[src/rtl/pll_reset_sequencer.sv]
// pll_reset_sequencer
// Supervises the board PLL from its 25 MHz reference: pulses the PLL reset,
// waits for a lock that stays stable long enough, retries on timeout up to a
// bounded count, then releases the per-domain resets one at a time in index
// order. Every output is a flop, so downstream logic sees no combinational
// glitches. Each downstream domain re-synchronizes its own domain_rst_n bit.

module pll_reset_sequencer #(
  parameter int PLL_RST_CYCLES      = 16,     // cycles pll_rst is held per attempt
  parameter int LOCK_STABLE_CYCLES  = 1024,   // consecutive locked cycles before release
  parameter int LOCK_TIMEOUT_CYCLES = 65536,  // budget from WAIT_LOCK entry to RELEASE
  parameter int STAGE_GAP_CYCLES    = 8,      // spacing between domain releases
  parameter int NUM_DOMAINS         = 3,      // number of domain reset outputs
  parameter int MAX_RETRIES         = 7       // failed attempts tolerated before FAULT
) (
  input  logic                   clock,
  input  logic                   reset_n,
  input  logic                   pll_locked,
  input  logic                   soft_rst,
  output logic                   pll_rst,
  output logic [NUM_DOMAINS-1:0] domain_rst_n,
  output logic                   ready,
  output logic                   lock_lost,
  output logic                   fault,
  output logic [3:0]             retry_count
);

  // Each counter is just wide enough to hold its own terminal value, so no
  // counter can wrap while it is inside its range.
  localparam int RST_W = $clog2(PLL_RST_CYCLES + 1);
  localparam int STB_W = $clog2(LOCK_STABLE_CYCLES + 1);
  localparam int TMO_W = $clog2(LOCK_TIMEOUT_CYCLES + 1);
  localparam int GAP_W = $clog2(STAGE_GAP_CYCLES + 1);

  typedef enum logic [2:0] {
    ST_PLL_RESET,  // pll_rst held high for PLL_RST_CYCLES
    ST_WAIT_LOCK,  // waiting for synchronized lock
    ST_STABILIZE,  // lock must hold LOCK_STABLE_CYCLES in a row
    ST_RELEASE,    // domain resets released one by one
    ST_RUN,        // all domains out of reset
    ST_FAULT       // retries exhausted; parked until reset_n or soft_rst
  } state_t;

  state_t           state;
  logic [RST_W-1:0] rst_cnt;   // cycles spent in PLL_RESET this attempt
  logic [STB_W-1:0] stb_cnt;   // consecutive locked cycles in STABILIZE
  logic [TMO_W-1:0] tmo_cnt;   // cycles since WAIT_LOCK entry (spans STABILIZE)
  logic [GAP_W-1:0] gap_cnt;   // cycles since the last domain release

  logic             lock_meta; // first synchronizer stage
  logic             locked_s;  // synchronized lock, two cycles behind pll_locked

  logic             rst_done;
  logic             stb_done;
  logic             tmo_done;
  logic             gap_done;
  logic             all_released;
  logic [3:0]       retry_next;
  logic             retry_exhausted;

  // Two-flop synchronizer for the asynchronous PLL lock indication.
  // NOTE: sequential state uses non-blocking assignments so that every flop
  // samples the pre-edge value of every other flop, exactly like hardware.
  always_ff @(posedge clock or negedge reset_n) begin
    if (!reset_n) begin
      lock_meta <= 1'b0;
      locked_s  <= 1'b0;
    end else begin
      lock_meta <= pll_locked;
      locked_s  <= lock_meta;
    end
  end

  // Terminal-count detection and the saturating retry increment.
  // NOTE: every signal written here is assigned on every path through the
  // block; a path that skipped one would infer a latch instead of logic.
  always_comb begin
    rst_done        = (rst_cnt + 1'b1) == RST_W'(PLL_RST_CYCLES);
    stb_done        = (stb_cnt + 1'b1) == STB_W'(LOCK_STABLE_CYCLES);
    tmo_done        = (tmo_cnt + 1'b1) == TMO_W'(LOCK_TIMEOUT_CYCLES);
    gap_done        = (gap_cnt + 1'b1) == GAP_W'(STAGE_GAP_CYCLES);
    all_released    = &domain_rst_n;
    retry_next      = (retry_count == 4'd15) ? 4'd15 : retry_count + 4'd1;
    retry_exhausted = ({1'b0, retry_count} + 5'd1) >= 5'(MAX_RETRIES);
  end

  // Sequencer FSM: state, counters and all registered outputs.
  always_ff @(posedge clock or negedge reset_n) begin
    if (!reset_n) begin
      state        <= ST_PLL_RESET;
      pll_rst      <= 1'b1;
      domain_rst_n <= '0;
      ready        <= 1'b0;
      lock_lost    <= 1'b0;
      fault        <= 1'b0;
      retry_count  <= 4'd0;
      rst_cnt      <= '0;
      stb_cnt      <= '0;
      tmo_cnt      <= '0;
      gap_cnt      <= '0;
    end else begin
      // lock_lost is a single-cycle pulse; only the lock-loss branch raises it.
      lock_lost <= 1'b0;

      if (soft_rst) begin
        // Restart request beats every other transition, including FAULT.
        state        <= ST_PLL_RESET;
        pll_rst      <= 1'b1;
        domain_rst_n <= '0;
        ready        <= 1'b0;
        fault        <= 1'b0;
        retry_count  <= 4'd0;
        rst_cnt      <= '0;
        stb_cnt      <= '0;
        tmo_cnt      <= '0;
        gap_cnt      <= '0;
      end else begin
        unique case (state)
          ST_PLL_RESET: begin
            if (rst_done) begin
              // The lock budget starts from the first WAIT_LOCK cycle.
              state   <= ST_WAIT_LOCK;
              pll_rst <= 1'b0;
              tmo_cnt <= '0;
              stb_cnt <= '0;
            end else begin
              rst_cnt <= rst_cnt + 1'b1;
            end
          end

          ST_WAIT_LOCK, ST_STABILIZE: begin
            if (tmo_done) begin
              // Timeout is checked first so it wins over a stability
              // completion landing on the same cycle.
              retry_count <= retry_next;
              stb_cnt     <= '0;
              tmo_cnt     <= '0;
              rst_cnt     <= '0;
              if (retry_exhausted) begin
                state <= ST_FAULT;
                fault <= 1'b1;
              end else begin
                state   <= ST_PLL_RESET;
                pll_rst <= 1'b1;
              end
            end else begin
              tmo_cnt <= tmo_cnt + 1'b1;
              if (state == ST_WAIT_LOCK) begin
                if (locked_s) begin
                  state   <= ST_STABILIZE;
                  stb_cnt <= '0;
                end
              end else if (!locked_s) begin
                // A glitch restarts the stability window but not the budget.
                state   <= ST_WAIT_LOCK;
                stb_cnt <= '0;
              end else if (stb_done) begin
                state        <= ST_RELEASE;
                domain_rst_n <= NUM_DOMAINS'(1);
                gap_cnt      <= '0;
              end else begin
                stb_cnt <= stb_cnt + 1'b1;
              end
            end
          end

          ST_RELEASE, ST_RUN: begin
            if (!locked_s) begin
              // Lock loss after release began: pull every domain back into
              // reset and re-pulse the PLL. Counted, but never a FAULT.
              state        <= ST_PLL_RESET;
              pll_rst      <= 1'b1;
              domain_rst_n <= '0;
              ready        <= 1'b0;
              lock_lost    <= 1'b1;
              retry_count  <= retry_next;
              rst_cnt      <= '0;
              stb_cnt      <= '0;
              tmo_cnt      <= '0;
              gap_cnt      <= '0;
            end else if (state == ST_RELEASE) begin
              if (all_released) begin
                state <= ST_RUN;
                ready <= 1'b1;
              end else if (gap_done) begin
                // Shift in one more released bit, lowest index first.
                domain_rst_n <= (domain_rst_n << 1) | NUM_DOMAINS'(1);
                gap_cnt      <= '0;
              end else begin
                gap_cnt <= gap_cnt + 1'b1;
              end
            end
          end

          ST_FAULT: begin
            // Parked: pll_rst low, domains held, fault high.
            pll_rst      <= 1'b0;
            domain_rst_n <= '0;
            fault        <= 1'b1;
          end

          default: begin
            state   <= ST_PLL_RESET;
            pll_rst <= 1'b1;
            rst_cnt <= '0;
          end
        endcase
      end
    end
  end

`ifndef SYNTHESIS
  // Output relationships that must hold in every reachable state.
  a_ready_all_released : assert property (@(posedge clock) disable iff (!reset_n)
    ready |-> &domain_rst_n);
  a_fault_quiet : assert property (@(posedge clock) disable iff (!reset_n)
    fault |-> (!pll_rst && domain_rst_n == '0 && !ready));
  a_lost_restarts : assert property (@(posedge clock) disable iff (!reset_n)
    lock_lost |-> (pll_rst && domain_rst_n == '0));
`endif

endmodule
[config.mk]
export PLATFORM = sky130hd
export DESIGN_NAME = pll_reset_sequencer
export DESIGN_NICKNAME = d
export VERILOG_FILES = /design/src/rtl/pll_reset_sequencer.sv
export SDC_FILE = /design/constraint.sdc
export NUM_CORES = 1
export LEC_CHECK = 0
export ABC_AREA = 1
export CAP_MARGIN = 10
export CORE_UTILIZATION = 40
export CTS_CLUSTER_DIAMETER = 120
export DETAILED_ROUTE_END_ITERATION = 12
export SYNTH_ARGS = -nofsm -noshare
export SYNTH_HDL_FRONTEND = slang
export SYNTH_SLANG_ARGS = --single-unit
[constraint.sdc]
create_clock -name clock -period 2.5 [get_ports clock]
set_input_delay 0.5 -clock clock [delete_from_list [all_inputs] [get_ports clock]]
set_output_delay 0.5 -clock clock [all_outputs]
set_load 0.03 [all_outputs]
==> results of run 1 <==
report_power, final:
part / internal (mW) / switching (mW) / total, mW / leakage, nW
Sequential: 0.956 / 0.105 / 1.06 / 0.723
Combinational: 0.404 / 0.779 / 1.18 / 0.994
Clock: 0.195 / 0.287 / 0.482 / 0.0450
Total: 1.56 / 1.17 / 2.73 / 1.76
path summary, 6_finish.rpt:
kind,startpoint,endpoint,slack [ns],cells past startpoint
setup / recovery,tmo_cnt[0],state[1],0.22,16
hold / removal,reset_n,tmo_cnt[13],0.20,1
setup reg to reg,tmo_cnt[0],state[1],0.22,16
hold reg to reg,lock_meta,locked_s,0.36,0
max in group asynchronous,reset_n,tmo_cnt[0],1.71,2
min in group clock,lock_meta,locked_s,0.36,0
final cells by class:
| type | instances | area, sq um |
|---|---|---|
| fill | 818 | 4332 |
| multi-input combinational | 356 | 1803 |
| sequential | 53 | 1329 |
| timing repair buffer | 32 | 280.3 |
| inverter | 58 | 217.7 |
| tap | 105 | 131.4 |
| clock buffer | 6 | 72.57 |
| clock inverter | 2 | 10.01 |
logic make-up (layout without fill, tap and decap cells):
group,after synthesis,count (layout)
DFF,53,53
buffers and inverters,64,98
xor gates and xnor gates,7,7
adders and majority gates,7,7
AOI/OAI and AO/OA,66,66
and+or+nand+nor,276,276
per-layer routing:
layer / GRT usage / up-vias / routed length [microns]
met5: 0 / - / 0
met4: 0.04744 / 0 / 70
met3: 0.02683 / 7 / 213
met2: 0.3051 / 51 / 3493
met1: 0.2662 / 1418 / 3849
li1: - / 1591 / -
Yosys cell counts (4+ instances only):
library cell and n:
nor2_1 51, o21ai_1 14, nand4_1 8, inv_1 55, nor2_4 5, a21oi_1 8, o21ai_0 29, clkbuf_1 4
xor2_1 7, ha_1 7, dfrtp_1 52, nand2_1 147, nand3_2 6, nand3_1 40, nor3_1 7, o22ai_1 7
worst max-delay path, stage by stage, from the launching register on:
cell and delay, ns:
dfrtp_2 0.42, ha_4 0.17, nand3_2 0.11, nor2_4 0.21
nand2_1 0.08, nand2_1 0.06, nand2_1 0.06, nor2_1 0.11
nand2_1 0.09, nor2_4 0.16, nand3_4 0.15, clkbuf_2 0.18
nand2_1 0.08, nor2_1 0.06, nor2_2 0.13, nand2_1 0.07
o21ai_0 0.07
cell usage in the layout (no fill, tap or decap), types with 2 or more instances in the layout:
master	instances
a21oi_1	8
a31oi_1	2
buf_4	16
clkbuf_8	5
clkdlybuf4s50_1	13
clkinv_2	2
dfrtp_1	51
ha_1	6
inv_1	55
inv_2	2
nand2_1	147
nand2_2	2
nand3_1	40
nand3_2	5
nand3_4	2
nand4_1	8
nor2_1	50
nor2_2	3
nor2_4	6
nor3_1	7
o21ai_0	29
o21ai_1	14
o21ai_2	3
o22ai_1	7
or2_2	3
xor2_1	7
timing repair:
action	4_1_cts	5_1_grt
hold buffers	0	0
endpoints found under the setup margin	0	22
setup buffers	0	3
gates resized for setup	0	7
state kept, by name, summed over array words and instances (netlist names), 3 cells and up:
name / cells
domain_rst_n: 3
stb_cnt: 11
gap_cnt: 4
tmo_cnt: 17
rst_cnt: 5
retry_count: 4
state: 3
per-stage QoR:
stage	hold WS (ns)	cells	utilization	instance area (sq um)	worst slack [ns]
2_1_floorplan	0.2044	473	-	3349	0.4787
3_3_place_gp	0.3364	601	0.4530	3704	0.1107
3_5_place_dp	0.3371	601	0.4530	3704	0.07337
4_1_cts	0.2193	609	0.4631	3786	0.08544
5_1_grt	0.2394	612	0.4702	3844	-0.01277
6_report	0.1963	612	0.4702	3844	0.2217
==> results.yml, run 1 <==
clock_network:
  cts-root-buf: "clkbuf_8"
  clock_path_buffers: 2
  clk_latency_ns: 0.31
  clock-sinks: 53
  cts_buffers: 5
  htreeDepth: 2
  clk_pin_slew_worst_paths_ns: 0.10
  cts_tree: "built"
sta:
  period_share: 0.9113
  hold_viol_final: 0
  tns_ns: 0
  fmax_ghz: 0.4389
  max-slew-margin-rel: 0.5827
  skew_ns: 0.01132
  worst_pin_slew_ns: 0.6260
  maxSlewViolCount: 0
  setup_viol: 0
  fin_crit_ns: 2.278
floorplanning:
  design.die.area_sq_um: 8743
  dieHeight_microns: 93.51
  core_area_sq_um: 8175
  ioPinCount: 15
  initial_core_util: 0.4097
  die_w_microns: 93.51
  rows: 33
global_route:
  grt_pass1_wl_mm: 13.14
  groute.usage.overall: 0.1892
  grt_overflow_total: 0
  grt_pass1_vias: 2864
  antenna_found_initial: 0
  grt_max_degree: 30
power_and_ir_drop:
  p_total_mw: 2.726
  vdd_drop_max_uv: 313.8
  p_leak_nw: 1.761
  powerDensity_nw_per_um2: 709.3
setup_path:
  start_kind: "flip-flop"
  cp.required_ns: 2.73
  end_kind: "flip-flop"
  arrival_ns: 2.51
  worstSetupPathType: "flip-flop to flip-flop"
  crit_fanout: 7
routing:
  drtAntennaViolNets: 0
  vias: 3067
  viasPerCell: 5.011
  routed_wirelength_mm: 7.626
  wl_per_cell_microns: 12.46
  dr.first_iter.drc_count: 132
  drc: 0
  first_pass_iters: 6
cells_and_area:
  layout-drive-gt1-share: 0.1144
  area_growth_pct: 14.76
  diodes: 0
  nets: 517
place:
  io_buffer_count: 14
  finalWeightedCongestion: 0.8589
  place_hpwl_mm: 5.659
logic_synthesis:
  yosysTopAreaCellShare: 0.3885
  seq_area_frac_synth: 0.3963
  synth_top_family_by_area: "simple AND/OR/NAND/NOR gates"
  synth_area_sq_um: 3349
  synth_area_leader_cell: "dfrtp_1"
  syn-num-nets: 484
  synth_cells: 473
  yosys.area_share.simple: 0.3747
  syn_area_per_cell_sq_um: 7.081
  synth-xor-area-share: 0.01830
  yosys-top-cells-area: "dfrtp_1 (39%), nand2_1 (16%), inv_1 (6.2%)"
  async_flop_share: 1.000
  synth-compound-area-share: 0.1083
  ys_ff_latch: 53
  yosysWarnings: 0
  synthAdderAreaFrac: 0.02615
  ys_types: 31
  synth_mux_area_frac: 0
  ys.flop_type: "dfrtp_1"
  synth_edf_count: 0
run_status:
  status: "complete, no violations"
worst_hold_path:
  hold_class: "input pin to async pin"
job:
  cap_violations: 0
(Power assumes the default switching activity.)
==> run 2, diff against run 1 <==
--- a/config.mk
+++ b/config.mk
@@ -7,9 +7,10 @@
 export LEC_CHECK = 0
 export ABC_AREA = 1
 export CAP_MARGIN = 10
-export CORE_UTILIZATION = 40
+export CORE_UTILIZATION = 60
 export CTS_CLUSTER_DIAMETER = 120
 export DETAILED_ROUTE_END_ITERATION = 12
+export PLACE_DENSITY = 0.79
 export SYNTH_ARGS = -nofsm -noshare
 export SYNTH_HDL_FRONTEND = slang
 export SYNTH_SLANG_ARGS = --single-unit
==> run 2 against run 1 <==
  * First-iteration DRC count is 11% higher
  * Clock-buffer cell count increased by 2
  * Non-clock buffer count decreased by 1
  * Hold slack got worse by 0.014 ns
  * Via count up 1.7%
  * Sequential share of layout area rose by 0.40 points
  * Maximum frequency fell by 1.8%
  * Power is 2.0% higher
  * Flip-flop and latch count did not move
  * Cell area shrank 1.1%
  * Clock power rose by 4%
  * Wire length shrank 2.0%
  * Critical endpoint unchanged
  * Largest power group unchanged
==> results.yml, run 2 (synthesis results as in run 1) <==
sta:
  hold_viol_final: 0
  fmax_ghz: 0.4312
  finalWorstSetupSlack_ns: 0.1810
  whs_ns: 0.1823
  max-slew-margin-rel: 0.6010
  skew_ns: 0.004820
  maxSlewViolCount: 0
  worst_pin_slew_ns: 0.5986
  period_share: 0.9276
  tns_ns: 0
  fin_crit_ns: 2.319
  setup_viol: 0
cells_and_area:
  diodes: 0
  mostFrequentLayoutCell: "nand2_1"
  final_cell_mix: "nand2_1 (147), inv_1 (55), dfrtp_1 (51)"
  postLayoutCellArea_sq_um: 3800
  top_regs: "tmo_cnt x17, stb_cnt x11, rst_cnt x5"
  area_growth_pct: 13.45
  n_fill_cell: 439
  nets: 516
  final_util: 0.7255
  regMostFlops: "tmo_cnt"
  layout-drive-gt1-share: 0.1126
  largest_register_ff_count: 17
clock_network:
  cts_buffers: 5
  clock_path_buffers: 2
  cts-root-buf: "clkbuf_8"
  cts_tree: "built"
  clk_pin_slew_worst_paths_ns: 0.09
  clk_latency_ns: 0.31
  clock-sinks: 53
  htreeDepth: 2
routing:
  drc: 0
  dr.first_iter.drc_count: 147
  vias: 3120
  first_pass_iters: 4
  routed_wirelength_mm: 7.473
  viasPerCell: 5.417
  drtAntennaViolNets: 0
  wl_per_cell_microns: 12.97
global_route:
  met1_usage: 0.3608
  use_met2: 0.4607
  groute.usage.overall: 0.2745
  busiest_layer: "met2"
  grt_overflow_total: 0
  grt_pass1_wl_mm: 12.85
  antenna_found_initial: 0
  grt_max_degree: 30
  grt_pass1_vias: 2923
  met3_usage: 0.03571
place:
  io_buffer_count: 14
  post-place-ws_ns: 0.1150
  post_dp_cell_area_sq_um: 3645
  finalWeightedCongestion: 0.9745
  place_hpwl_mm: 5.486
setup_path:
  arrival_ns: 2.54
  crit_slowest_cell: "dfrtp_1"
  path_buf_inv: 0
  crit_fanout: 8
  cp_cell_sequence: "nand2_1 -> nor2_2 -> nand3_1 -> nand2_1 -> nand2_1 -> nor2_1 -> nand2_1 -> nor2_4 -> nand3_4 -> nand2_1 -> nand2_1 -> nor2_2 -> nand2_1 -> o21ai_0"
  end_kind: "flip-flop"
  crit_family: "simple AND/OR/NAND/NOR gates"
  cp.required_ns: 2.72
  max_stage_delay_ns: 0.43
  cpMostUsedCell: "nand2_1"
  start_kind: "flip-flop"
  worstSetupPathType: "flip-flop to flip-flop"
worst_hold_path:
  hold_class: "input pin to async pin"
floorplanning:
  initial_core_util: 0.6395
  ioPinCount: 15
  design.die.area_sq_um: 5885
  dieHeight_microns: 76.72
  die_w_microns: 76.72
  core_area_sq_um: 5238
  rows: 26
run_status:
  status: "complete, no violations"
power_and_ir_drop:
  vdd_drop_max_uv: 448.1
  powerDensity_nw_per_um2: 731.7
  p_leak_nw: 1.757
job:
  cap_violations: 0
[run 2: path summary, 6_finish.rpt]
check / start / to / slack (ns) / cells past startpoint
setup / recovery: tmo_cnt[3] / state[1] / 0.18 / 14
hold / removal: reset_n / tmo_cnt[9] / 0.18 / 1
setup reg to reg: tmo_cnt[3] / state[1] / 0.18 / 14
hold reg to reg: lock_meta / locked_s / 0.38 / 0
max in group asynchronous: reset_n / pll_rst / 1.68 / 2
min in group clock: lock_meta / locked_s / 0.38 / 0
[run 2: through the flow]
step                cells  total power, mW
floorplan             473            1.859
global placement      564            2.213
detailed placement    564            2.232
CTS                   572            2.731
global route          576            2.960
finish                576            2.780
[run 2: layer usage]
metal | vias up | wire [microns]
li1 | 1590 | -
met5 | - | 0
met4 | 0 | 150
met2 | 84 | 3537
met1 | 1434 | 3427
met3 | 12 | 356
[run 2: worst reg2reg max path, stage by stage (launching register included)]
cell,delay [ns]
dfrtp_1,0.43
nand2_1,0.12
nor2_2,0.27
nand3_1,0.15
nand2_1,0.09
nand2_1,0.07
nor2_1,0.13
nand2_1,0.11
nor2_4,0.16
nand3_4,0.17
nand2_1,0.12
nand2_1,0.07
nor2_2,0.17
nand2_1,0.07
o21ai_0,0.09
[run 2: power breakdown]
group / leakage [nW] / switching [mW] / internal (mW)
Combinational: 0.990 / 0.794 / 0.427
Clock: 0.0455 / 0.274 / 0.226
Sequential: 0.722 / 0.104 / 0.955
Total: 1.76 / 1.17 / 1.61
[run 2: what timing repair did]
| item | 4_1_cts | 5_1_grt |
|---|---|---|
| gates resized for setup | 0 | 7 |
| setup endpoints to repair | 0 | 23 |
| hold buffers | 0 | 0 |
| buffers inserted | 0 | 4 |
[run 2: area by class of cell]
class | count | area (sq um) | share of cell area
Multi-Input combinational cell | 356 | 1800 | 0.4738
Sequential cell | 53 | 1329 | 0.3497
Timing Repair Buffer | 31 | 275.3 | 0.07244
Inverter | 58 | 217.7 | 0.05729
Clock buffer | 8 | 90.09 | 0.02371
Tap cell | 70 | 87.58 | 0.02305
==> run 3, diff against run 2 <==
--- a/config.mk
+++ b/config.mk
@@ -7,6 +7,7 @@
 export LEC_CHECK = 0
 export ABC_AREA = 1
 export CAP_MARGIN = 10
+export CORE_MARGIN = 3
 export CORE_UTILIZATION = 60
 export CTS_CLUSTER_DIAMETER = 120
 export DETAILED_ROUTE_END_ITERATION = 12
==> run 3 against run 2 <==
  * Clock skew grew 0.0072 ns
  * Sequential share of layout area down 0.22 points
  * Clock-buffer cell count is 1 lower
  * Maximum frequency is 1.7% higher
  * Utilization grew 0.45 points
  * Cell area increased by 0.63%
  * Critical path type unchanged
==> results.yml, run 3 (synthesis results as in run 1) <==
power_and_ir_drop:
  p_leak_nw: 1.766
  powerDensity_nw_per_um2: 757.3
  vdd_drop_max_uv: 540.5
  p_total_mw: 2.896
setup_path:
  startpoint: "tmo_cnt[0]"
  r2r_cells: 15
  arrival_ns: 2.50
  worstSetupPathType: "flip-flop to flip-flop"
  start_kind: "flip-flop"
  crit_fanout: 8
  cp.required_ns: 2.72
  end_kind: "flip-flop"
  r2r-start: "tmo_cnt[0]"
sta:
  tns_ns: 0
  hold_viol_final: 0
  fmax_ghz: 0.4385
  setup_viol: 0
  worst_pin_slew_ns: 0.5684
  period_share: 0.9122
  skew_ns: 0.01204
  maxSlewViolCount: 0
  max-slew-margin-rel: 0.6211
  finalWorstSetupSlack_ns: 0.2195
  fin_crit_ns: 2.280
  whs_ns: 0.1622
  rsz0062_at_grt: "true"
place:
  place_hpwl_mm: 5.559
  numPlacedInstances: 563
  finalWeightedCongestion: 0.9549
  post-place-ws_ns: 0.08761
  io_buffer_count: 14
cells_and_area:
  mostFrequentLayoutCell: "nand2_1"
  n_fill_cell: 422
  nets: 515
  multi_input_area_sq_um: 1805
  top_regs: "tmo_cnt x17, stb_cnt x11, rst_cnt x5"
  area_growth_pct: 14.16
  ff_latch_area_sq_um: 1329
  largest_register_ff_count: 17
  regMostFlops: "tmo_cnt"
  final_cell_mix: "nand2_1 (147), inv_1 (55), dfrtp_1 (51)"
  layout-drive-gt1-share: 0.1129
  diodes: 0
  fin_cells: 575
clock_network:
  clock_path_buffers: 2
  htreeDepth: 2
  cts_buffers: 5
  clock-sinks: 53
  cts_tree: "built"
  cts-root-buf: "clkbuf_8"
  clk_pin_slew_worst_paths_ns: 0.10
  clk_latency_ns: 0.31
job:
  cap_violations: 0
floorplanning:
  ioPinCount: 15
  design.die.area_sq_um: 6515
  dieHeight_microns: 80.72
  initial_core_util: 0.6395
  rows: 26
  core_area_sq_um: 5238
  die_w_microns: 80.72
routing:
  viasPerCell: 5.523
  first_pass_iters: 5
  drc: 0
  dr.first_iter.drc_count: 193
  routed_wirelength_mm: 7.592
  drtAntennaViolNets: 0
  wl_per_cell_microns: 13.20
  vias: 3176
global_route:
  grt_max_degree: 31
  grt_pass1_vias: 2944
  grt_overflow_total: 0
  groute.usage.overall: 0.2554
  antenna_found_initial: 0
  grt_pass1_wl_mm: 13.11
run_status:
  status: "complete, no violations"
worst_hold_path:
  hold_class: "input pin to async pin"
==> run 3: report_power, final <==
part           leakage [nW]  internal (mW)  switching, mW
Clock                0.0585          0.327          0.282
Combinational         0.985          0.421          0.802
Sequential            0.723          0.956          0.108
Total                  1.77           1.70           1.19
==> run 3: timing repair <==
action	CTS	global route
setup buffers	0	4
resized for setup	0	8
hold buffers	0	0
endpoints found under the setup margin	0	30
==> run 3: worst paths after layout <==
path                       slack (ns)          to
setup / recovery                 0.22    state[1]
hold / removal                   0.16  tmo_cnt[9]
setup reg to reg                 0.22    state[1]
hold reg to reg                  0.36    locked_s
max in group asynchronous        1.70     pll_rst
min in group clock               0.36    locked_s
==> run 3: area by class of cell <==
type / instances / share of cell area
clock inverters: 1 / 0.007853
flip-flops and latches: 53 / 0.3475
repair buffers: 30 / 0.07003
clock buffers: 7 / 0.02258
well taps: 70 / 0.02291
inverters: 58 / 0.05694
multi-input cells: 356 / 0.4722
==> run 3: metal layers <==
layer,track usage,vias up,part of all wire
met5,0,-,0
met4,0.06250,0,0.024
met3,0.04596,21,0.059
met2,0.4305,114,0.48
met1,0.3414,1457,0.44
li1,-,1584,-
==> run 3: critical path, stage by stage (launching register included) <==
cell and delay [ns]:
dfrtp_2 0.42, ha_4 0.17, nand3_2 0.11, nor2_4 0.21, nand2_2 0.09, nand2_1 0.07
nand2_1 0.06, nor2_1 0.10, nand2_1 0.10, nor2_4 0.14, nand3_4 0.17, nand2_1 0.11
nand2_1 0.11, nor2_4 0.17, nand2_1 0.06, o21ai_0 0.08
==> run 3: per-stage QoR <==
| step | utilization | instance area, sq um |
|---|---|---|
| floorplan | - | 3349 |
| global placement | 0.6945 | 3637 |
| detailed placement | 0.6945 | 3637 |
| CTS | 0.7167 | 3754 |
| global route | 0.7301 | 3824 |
| finish | 0.7301 | 3824 |
